$ cat src/rtl/alu_result_fifo_if.sv
// Handshake bundle between the ALU stage, the result FIFO and its consumer.
// The slave modport is the FIFO view; master is the producer/consumer view.
interface alu_result_fifo_if;
  logic        in_valid;
  logic        in_ready;
  logic [31:0] in_result;
  logic        in_zero;
  logic        in_cout;
  logic        in_overflow;
  logic [3:0]  in_op;

  logic        out_valid;
  logic        out_ready;
  logic [31:0] out_result;
  logic        out_zero;
  logic        out_cout;
  logic        out_overflow;
  logic [3:0]  out_op;

  modport slave (
    input  in_valid, in_result, in_zero, in_cout, in_overflow, in_op, out_ready,
    output in_ready, out_valid, out_result, out_zero, out_cout, out_overflow, out_op
  );

  modport master (
    output in_valid, in_result, in_zero, in_cout, in_overflow, in_op, out_ready,
    input  in_ready, out_valid, out_result, out_zero, out_cout, out_overflow, out_op
  );
endinterface

$ cat src/rtl/alu_result_fifo.sv
// Circular-buffer FIFO holding ALU results with their flags and opcode,
// plus a sticky overflow flag and a saturating overflow counter.
module alu_result_fifo #(
  parameter int DEPTH = 4
) (
  input  logic                     clk,
  input  logic                     rst,
  alu_result_fifo_if.slave         bus,
  input  logic                     clr_status,
  output logic [$clog2(DEPTH):0]   count,
  output logic                     sticky_ovf,
  output logic [7:0]               ovf_cnt
);

  localparam int AW = $clog2(DEPTH);
  localparam int CW = AW + 1;
  localparam int EW = 39;
  localparam logic [CW-1:0] FULL_CNT = CW'(DEPTH);

  logic [EW-1:0] mem_q [DEPTH];
  logic [EW-1:0] mem_d [DEPTH];
  logic [AW-1:0] wr_ptr_q, wr_ptr_d;
  logic [AW-1:0] rd_ptr_q, rd_ptr_d;
  logic [CW-1:0] count_q, count_d;
  logic          ready_en_q, ready_en_d;
  logic          sticky_q, sticky_d;
  logic [7:0]    ovf_cnt_q, ovf_cnt_d;

  logic          in_ready_int;
  logic          out_valid_int;
  logic          push;
  logic          pop;
  logic [EW-1:0] in_entry;
  logic [EW-1:0] head;

  // ready_en_q keeps in_ready low until the first edge after reset releases
  always_comb begin
    in_ready_int  = ready_en_q && (count_q != FULL_CNT);
    out_valid_int = (count_q != '0);
    push          = bus.in_valid && in_ready_int;
    pop           = out_valid_int && bus.out_ready;
    in_entry      = {bus.in_op, bus.in_overflow, bus.in_cout, bus.in_zero, bus.in_result};

    mem_d      = mem_q;
    wr_ptr_d   = wr_ptr_q;
    rd_ptr_d   = rd_ptr_q;
    count_d    = count_q;
    ready_en_d = 1'b1;

    if (push) begin
      mem_d[wr_ptr_q] = in_entry;
      wr_ptr_d        = wr_ptr_q + AW'(1);
    end
    if (pop) begin
      rd_ptr_d = rd_ptr_q + AW'(1);
    end
    if (push && !pop) begin
      count_d = count_q + CW'(1);
    end else if (pop && !push) begin
      count_d = count_q - CW'(1);
    end

    // clear first so a same-edge overflow push still counts as the first
    sticky_d  = clr_status ? 1'b0 : sticky_q;
    ovf_cnt_d = clr_status ? 8'd0 : ovf_cnt_q;
    if (push && bus.in_overflow) begin
      sticky_d = 1'b1;
      if (ovf_cnt_d != 8'hFF) begin
        ovf_cnt_d = ovf_cnt_d + 8'd1;
      end
    end
  end

  always_ff @(posedge clk or posedge rst) begin
    if (rst) begin
      for (int i = 0; i < DEPTH; i++) begin
        mem_q[i] <= '0;
      end
      wr_ptr_q   <= '0;
      rd_ptr_q   <= '0;
      count_q    <= '0;
      ready_en_q <= 1'b0;
      sticky_q   <= 1'b0;
      ovf_cnt_q  <= 8'd0;
    end else begin
      mem_q      <= mem_d;
      wr_ptr_q   <= wr_ptr_d;
      rd_ptr_q   <= rd_ptr_d;
      count_q    <= count_d;
      ready_en_q <= ready_en_d;
      sticky_q   <= sticky_d;
      ovf_cnt_q  <= ovf_cnt_d;
    end
  end

  always_comb begin
    head             = mem_q[rd_ptr_q];
    bus.in_ready     = in_ready_int;
    bus.out_valid    = out_valid_int;
    bus.out_result   = head[31:0];
    bus.out_zero     = head[32];
    bus.out_cout     = head[33];
    bus.out_overflow = head[34];
    bus.out_op       = head[38:35];
    count            = count_q;
    sticky_ovf       = sticky_q;
    ovf_cnt          = ovf_cnt_q;
  end

endmodule

$ cat src/flat_wrapper.sv
// flat-port wrapper written by rule: the top's interface ports become plain ports
module alu_result_fifo_flat 
#(
  parameter int DEPTH = 4
)
  (clk, rst, clr_status, count, sticky_ovf, ovf_cnt, bus_in_valid, bus_in_result, bus_in_zero, bus_in_cout, bus_in_overflow, bus_in_op, bus_out_ready, bus_in_ready, bus_out_valid, bus_out_result, bus_out_zero, bus_out_cout, bus_out_overflow, bus_out_op);
  alu_result_fifo_if bus_i ();
  input  logic clk;
  input  logic rst;
  input  logic clr_status;
  output logic [$clog2(DEPTH):0] count;
  output logic sticky_ovf;
  output logic [7:0] ovf_cnt;
  input wire logic [$bits(bus_i.in_valid)-1:0] bus_in_valid;
  input wire logic [$bits(bus_i.in_result)-1:0] bus_in_result;
  input wire logic [$bits(bus_i.in_zero)-1:0] bus_in_zero;
  input wire logic [$bits(bus_i.in_cout)-1:0] bus_in_cout;
  input wire logic [$bits(bus_i.in_overflow)-1:0] bus_in_overflow;
  input wire logic [$bits(bus_i.in_op)-1:0] bus_in_op;
  input wire logic [$bits(bus_i.out_ready)-1:0] bus_out_ready;
  output wire logic [$bits(bus_i.in_ready)-1:0] bus_in_ready;
  output wire logic [$bits(bus_i.out_valid)-1:0] bus_out_valid;
  output wire logic [$bits(bus_i.out_result)-1:0] bus_out_result;
  output wire logic [$bits(bus_i.out_zero)-1:0] bus_out_zero;
  output wire logic [$bits(bus_i.out_cout)-1:0] bus_out_cout;
  output wire logic [$bits(bus_i.out_overflow)-1:0] bus_out_overflow;
  output wire logic [$bits(bus_i.out_op)-1:0] bus_out_op;
  assign bus_i.in_valid = bus_in_valid;
  assign bus_i.in_result = bus_in_result;
  assign bus_i.in_zero = bus_in_zero;
  assign bus_i.in_cout = bus_in_cout;
  assign bus_i.in_overflow = bus_in_overflow;
  assign bus_i.in_op = bus_in_op;
  assign bus_i.out_ready = bus_out_ready;
  assign bus_in_ready = bus_i.in_ready;
  assign bus_out_valid = bus_i.out_valid;
  assign bus_out_result = bus_i.out_result;
  assign bus_out_zero = bus_i.out_zero;
  assign bus_out_cout = bus_i.out_cout;
  assign bus_out_overflow = bus_i.out_overflow;
  assign bus_out_op = bus_i.out_op;
  alu_result_fifo #(.DEPTH(DEPTH)) u_core (.clk(clk), .rst(rst), .bus(bus_i), .clr_status(clr_status), .count(count), .sticky_ovf(sticky_ovf), .ovf_cnt(ovf_cnt));
endmodule
$ cat config.mk
export PLATFORM = sky130hd
export DESIGN_NAME = alu_result_fifo_flat
export DESIGN_NICKNAME = d
export VERILOG_FILES = /design/src/rtl/alu_result_fifo_if.sv /design/src/rtl/alu_result_fifo.sv /design/src/flat_wrapper.sv
export SDC_FILE = /design/constraint.sdc
export NUM_CORES = 1
export LEC_CHECK = 0
export BUFFER_PORTS_ARGS = -buffer_cell sky130_fd_sc_hd__buf_2
export CORE_MARGIN = 4
export CORE_UTILIZATION = 58
export DETAILED_ROUTE_END_ITERATION = 16
export PLACE_DENSITY = 0.88
export SETUP_SLACK_MARGIN = 0.15
export SYNTH_ARGS = -nofsm -noshare
export SYNTH_HDL_FRONTEND = slang
export SYNTH_SLANG_ARGS = --single-unit
$ cat constraint.sdc
create_clock -name clk -period 8 [get_ports clk]
set_input_delay 1.6 -clock clk [delete_from_list [all_inputs] [get_ports clk]]
set_output_delay 1.6 -clock clk [all_outputs]
set_load 0.005 [all_outputs]
==> run metrics, run 1 <==
EDFF count, synth 0; R2R depth 8; DIE AREA 15600 um^2; Hold Path Depth 1; unrepaired setup endpoints after global routing no; GRT overflow 0; Max IR drop VDD 0.230 mV; Yosys top cell area share 54.6%; Yosys warnings 0; status finished, final reports clean; IO Pins 97; post-detailed-route count of antenna-violating nets 0; clock network fraction of design power 22.0%; Final Util 67.6%; Skew-Pair Late Insertion Delay 420 ps; setup TNS 0 ps; top-count cell post-synth dfrtp_1; fin crit share 49.7%; MaxCap Viol Count 0; Slew @ Worst Pin 971 ps; worst r2r dst u_core.count[2]; cell chain of the critical path buf_4 -> mux4_2 -> buf_2; Final Hold Violating Endpoints 0; Sw Pwr 1.09 mW; GR Util All Layers 20.9%; CP max-delay cell dfrtp_2; drt total wl 15.4 mm; fin nets 606; first-iteration detailed-routing DRC count 237; routed via count 4351; top sig layer met5; Max-slew headroom 35.2%; first-pass GRT wire length 25.8 mm; GPL Wtd Cong 0.853; PwrDens 420 nW/um^2; Syn-to-layout area delta 13.5%; clk sink count 173; root buffer cell clkbuf_16; Core Region 13300 um^2; R2R Setup Slk 5770 ps; Max Clock Skew 6.26 ps; clock slew at reported path FFs 60 ps; mapped cell area 7920 um^2; Comb power frac 36.6%; Primary FF master, synth dfrtp_1; Commonest cells post-synth dfrtp_1 (173), mux2_2 (119), mux2_4 (40); TritonRoute pass-1 iters 4; share of layout cells above drive strength 1 59.3%; fmax 251 MHz; Yosys cell types 34; chip width 125 um; min-delay src u_core.mem_q[88]; Reg-to-Reg Start u_core.count[1]; DR WL met2 7.46 mm; Initial Util 59.6%; H-tree levels 4; Flop pwr share 41.3%; Leakage 4.21 nW; vias in the first global route 4839; Cells after Synth 463; CP startpoint kind register; CP endpoint kind output port; Mapped Nets 514; M1 WL 6.78 mm; DRC 0; Port Buffers 96; Hold Path End u_core.mem_q[88]; FP Rows 42; post-DR wirelength/cell 20.6 um; most area-consuming cells after synthesis dfrtp_1 (55%), mux2_2 (17%), mux4_2 (11%); fin. max-slew vios 0; Fillers 886; FF+latch area 4330 um^2; cell internal pwr 2.69 mW; Critical Path RT 6400 ps; number of synthesized register bits 173; Tightest Hold Check Type register to register; mean area per synthesized cell 17.1 um^2; post_cts resized 0; total CTS buffers 17; initial antenna violation count 1; final worst path period need 3980 ps; largest net degree at the start of global routing 95; sequential share of the synthesized area 54.6%; post-DR vias/cell 5.83; final setup violating endpoints 0; max incr delay on CP 670 ps; number of post-CTS setup repair buffers 0; crit path max fanout 25; net switching fraction of the power 28.8%; Post-synth ARST share 100%; hold_buf cts 0; area occupied by multi-input gates 3300 um^2; WS Path Type register to output port; CTS tree built; Die Ht 125 um; Synth area leader dfrtp_1; met3 WL 957 um; CTS Buffer Depth 2; detailed placement HPWL 9.43 mm; Arrival @ worst endpoint 2380 ps
## final cells by class
class                   count  area share, %
well taps                 176           2.45
multi-input cells         258           36.7
flip-flops and latches    173           48.2
diodes                      2         0.0557
inverters                   6          0.306
clock inverters             5          0.863
clock buffers              27           5.82
repair buffers             99           5.59
## layer usage
layer  vias up  GRT usage (%)
li1       1900              -
met1      2307           28.2
met2       127           33.0
met3        15           6.60
met4         2           5.87
met5         -              0
## cells in the final DEF (no fill, tap or decap), types with 2 or more instances in the layout
cell / count
ha_1: 6
o21ai_0: 2
inv_1: 5
nor2_1: 3
dfrtp_1: 171
diode_2: 2
nor3_1: 2
clkbuf_16: 17
clkbuf_8: 6
clkinv_2: 2
mux2_4: 40
nand4_1: 3
or2_2: 2
mux4_2: 39
nor2b_1: 4
dfrtp_2: 2
buf_4: 3
nand3_1: 3
clkbuf_1: 4
nor4_1: 2
bufinv_16: 2
nand2_1: 6
xor2_1: 3
buf_2: 96
nand2_4: 4
xnor2_1: 6
a311oi_1: 2
mux2_2: 119
## registers in the layout, summed over array words and instances (netlist names)
register           count
u_core.count           3
u_core.rd_ptr_q        2
u_core.wr_ptr_q        2
u_core.ovf_cnt         8
u_core.sticky_ovf      1
u_core.mem_q         156
u_core.ready_en_q      1
## worst max-delay path, delay by kind of cell, from the launching register on
family / cells / cell delay, ps
DFF: 1 / 670
buffers and inverters: 2 / 690
muxes: 1 / 600
## power by group through the flow
stage	clock, mW	sequential (mW)	combinational [mW]
after floorplan	0	1.45	1.08
after global placement	0	1.53	1.34
after detailed placement	0	1.56	1.39
after CTS	0.844	1.56	1.41
after global routing	0.888	1.61	1.50
final	0.833	1.56	1.38
## worst max path at each step
| stage | cells past startpoint | start | end | slack, ps |
|---|---|---|---|---|
| floorplan | 1 | rst | u_core.count[0] | 1710 |
| global placement | 3 | u_core.rd_ptr_q[1] | bus_out_result[12] | 4450 |
| finish | 3 | u_core.rd_ptr_q[1] | bus_out_result[12] | 4020 |
| detailed placement | 3 | u_core.rd_ptr_q[1] | bus_out_result[12] | 4430 |
| global route | 3 | u_core.rd_ptr_q[1] | bus_out_result[8] | 3880 |
| CTS | 3 | u_core.rd_ptr_q[1] | bus_out_result[12] | 3980 |
## stage by stage
| stage | hold slack, ps | total power [mW] | std cells | cell area (um^2) | setup WS [ps] |
|---|---|---|---|---|---|
| after floorplan | 474 | 2.53 | 463 | 7920 | 1710 |
| after global placement | 482 | 2.87 | 712 | 8380 | 4450 |
| after detailed placement | 489 | 2.96 | 712 | 8380 | 4430 |
| after CTS | 503 | 3.81 | 744 | 8980 | 3980 |
| after global routing | 516 | 4.00 | 744 | 8980 | 3880 |
| final | 501 | 3.78 | 746 | 8990 | 4020 |
## cells by family after synthesis
kind of cell | after synthesis | synth area share [%]
fa+ha+maj | 7 | 1.20
compound gates | 7 | 0.600
simple gates | 36 | 3.25
xor+xnor | 9 | 0.995
flops | 173 | 54.6
buf+inv | 32 | 3.69
other cells | 1 | 0.0473
mux | 198 | 35.6
(Power assumes the default switching activity.)
==> run 2: changes to the inputs <==
--- a/config.mk
+++ b/config.mk
@@ -5,11 +5,12 @@
 export SDC_FILE = /design/constraint.sdc
 export NUM_CORES = 1
 export LEC_CHECK = 0
+export ABC_AREA = 1
 export BUFFER_PORTS_ARGS = -buffer_cell sky130_fd_sc_hd__buf_2
 export CORE_MARGIN = 4
-export CORE_UTILIZATION = 58
+export CORE_UTILIZATION = 53
 export DETAILED_ROUTE_END_ITERATION = 16
-export PLACE_DENSITY = 0.88
+export PLACE_DENSITY = 0.85
 export SETUP_SLACK_MARGIN = 0.15
 export SYNTH_ARGS = -nofsm -noshare
 export SYNTH_HDL_FRONTEND = slang
==> constraint.sdc (replaced) <==
create_clock -name clk -period 3.4 [get_ports clk]
set_input_delay 0.68 -clock clk [delete_from_list [all_inputs] [get_ports clk]]
set_output_delay 0.68 -clock clk [all_outputs]
set_load 0.005 [all_outputs]
==> run 2 against run 1 <==
Net effect: register-to-register slack worse by 4400 ps; non-clock buffer count rose by 19; sequential power is 120% higher; utilization is 6.1 points lower; critical endpoint is now bus_out_result[28]; largest power group is now combinational logic.
==> run metrics, run 2 <==
mean area per synthesized cell 7.96 um^2 (-54%); clock slew at reported path FFs 60 ps (about the same); WP buf/inv 2 (unchanged); total CTS buffers 17 (unchanged); Initial Util 53.8% (-5.8 points); Post-synth ARST share 100% (unchanged); number of synthesized register bits 173 (unchanged); Top delay family on crit path flip-flops; GRT overflow 0 (unchanged); sequential share of the synthesized area 53.1% (-1.5 points); DIE AREA 17400 um^2 (+12%); Die Ht 132 um (+5.7%); Yosys warnings 0 (unchanged); unrepaired setup endpoints after global routing no; number of post-CTS setup repair buffers 0 (unchanged); TritonRoute pass-1 iters 6 (+2); Max-slew headroom 45.7% (+10 points); post_cts resized 0 (unchanged); clk sink count 173 (unchanged); crit path max fanout 22 (-12%); GPL Wtd Cong 0.813 (-4.7%); Tightest Hold Check Type input port to async pin; most area-consuming cells after synthesis dfrtp_1 (53%), nand2_1 (16%), o21ai_0 (14%); post-DR vias/cell 5.70 (-2.3%); root buffer cell clkbuf_16; Slew @ Worst Pin 814 ps (-157 ps); EDFF count, synth 0 (unchanged); Fillers 1303 (+47%); CP endpoint kind output port; GR Util All Layers 24.6% (+3.7 points); Cells after Synth 1024 (+120%); final worst path period need 2840 ps; most common cell after layout, fill and taps aside nand2_1; DRC 0 (unchanged); Core Region 15100 um^2 (+14%); Largest Register u_core.mem_q; fin area 9310 um^2 (+3.6%); max incr delay on CP 740 ps (+70 ps); Final Hold Violating Endpoints 0 (unchanged); Port Buffers 96 (unchanged); Primary FF master, synth dfrtp_1; Yosys cell types 29 (-15%); status finished, final reports clean; IO Pins 97 (unchanged); fin. max-slew vios 0 (unchanged); fmax 352 MHz; cell chain of the critical path buf_4 -> o21ai_0 -> o22ai_1 -> buf_2; routed via count 7330 (+68%); Arrival @ worst endpoint 2160 ps (-220 ps); Skew-Pair Late Insertion Delay 430 ps (about the same); Mapped Nets 1075 (+110%); Max IR drop VDD 0.511 mV (+120%); dpl cell area 8740 um^2 (+4.3%); first-pass GRT wire length 35.0 mm (+36%); final setup violating endpoints 0 (unchanged); final hold slack 399 ps (-102 ps); CP max-delay cell dfrtp_1; setup TNS 0 ps (unchanged); chip width 132 um (+5.7%); WS Path Type register to output port; Commonest cells post-synth nand2_1 (346), o21ai_0 (236), dfrtp_1 (173); fin cells 1287 (+73%); H-tree levels 4 (unchanged); initial antenna violation count 2 (+1); Largest register FFs 156 (unchanged); post-detailed-route count of antenna-violating nets 0 (unchanged); Max Clock Skew 9.36 ps (+3.10 ps); fin nets 1137 (+88%); top-count cell post-synth nand2_1; drt total wl 20.9 mm (+36%); vias in the first global route 7092 (+47%); largest net degree at the start of global routing 163 (+72%); Yosys top cell area share 53.1% (-1.5 points); PwrDens 953 nW/um^2 (+130%); Synth area leader dfrtp_1; mapped cell area 8150 um^2 (+2.8%); first-iteration detailed-routing DRC count 827 (+250%); post-DR wirelength/cell 16.2 um (-21%); MaxCap Viol Count 0 (unchanged); most frequent cells in the layout nand2_1 (346), o21ai_0 (236), dfrtp_1 (172), buf_2 (96), nor2_1 (90); fin crit share 83.5%; Critical Path RT 2720 ps (-3680 ps); ANT cells 0 (-2); FP Rows 45 (+7.1%); Leakage 4.62 nW (+9.6%); CTS Buffer Depth 2 (unchanged); DP Cell Count 1255 (+76%); CTS tree built; CP startpoint kind register; Syn-to-layout area delta 14.3%; share of layout cells above drive strength 1 14.3% (-45 points); detailed placement HPWL 12.7 mm (+34%); Final Util 61.5% (-6.1 points); hold_buf cts 0 (unchanged)
## run 2: worst paths after layout
kind	start	endpoint	slack (ps)	cells after the start
max	u_core.rd_ptr_q[1]	bus_out_result[28]	560	4
min reg2reg	u_core.mem_q[86]	u_core.mem_q[86]	480	2
min in group clk	u_core.mem_q[86]	u_core.mem_q[86]	480	2
max reg2reg	u_core.count[1]	u_core.ovf_cnt[0]	1390	9
max in group asynchronous	rst	u_core.mem_q[0]	2360	3
min	rst	u_core.mem_q[2]	400	3
## run 2: worst reg2reg max path: stages, from the launching register on
cell and delay (ps):
dfrtp_1 430, nor2_2 180, nand2_2 90, nand3_4 80, buf_12 450, nor2_1 310
nand2_1 190, inv_1 70, nand2_1 50, nand2_1 50
## run 2: metrics by stage
stage          setup slack [ps]  total power [mW]
6_report                    561              8.87
5_1_grt                     444              9.57
4_1_cts                     587              8.88
3_5_place_dp               1050              7.00
3_3_place_gp               1060              6.84
2_1_floorplan               509              5.62
## run 2: cells by family (layout without fill, tap and decap cells)
logic type / Yosys count / in the layout / share of synthesized area, %
multiplexers: 1 / 1 / 0.138
adder cells (fa/ha/maj): 7 / 7 / 1.17
other: 1 / 1 / 0.0460
flip-flops: 173 / 173 / 53.1
AO/OA/AOI/OAI: 283 / 283 / 18.0
XOR/XNOR: 5 / 5 / 0.538
buffers and inverters: 99 / 174 / 5.38
AND/OR/NAND/NOR: 455 / 455 / 21.5
## run 2: layout make-up
class	count	area (um^2)	area share (%)
sequential	173	4330	46.5
inverter	24	93.8	1.01
tap	188	235	2.53
clock buffer	27	513	5.51
clock inverter	5	55.1	0.591
multi-input combinational	752	3400	36.5
timing repair buffer	118	683	7.34
## run 2: metal layers
metal  up-vias  track usage (%)  routed length (um)
met5         -                0                  22
met1      3499             33.1                8970
met4         4             8.81                 356
met2       314             38.4                9800
li1       3473                -                   -
met3        40             7.06                1720
## run 2: power by group
group / switching (mW) / internal, mW / total (mW)
Combinational: 2.27 / 1.28 / 3.55
Sequential: 0.477 / 2.97 / 3.45
Clock: 0.766 / 1.10 / 1.87
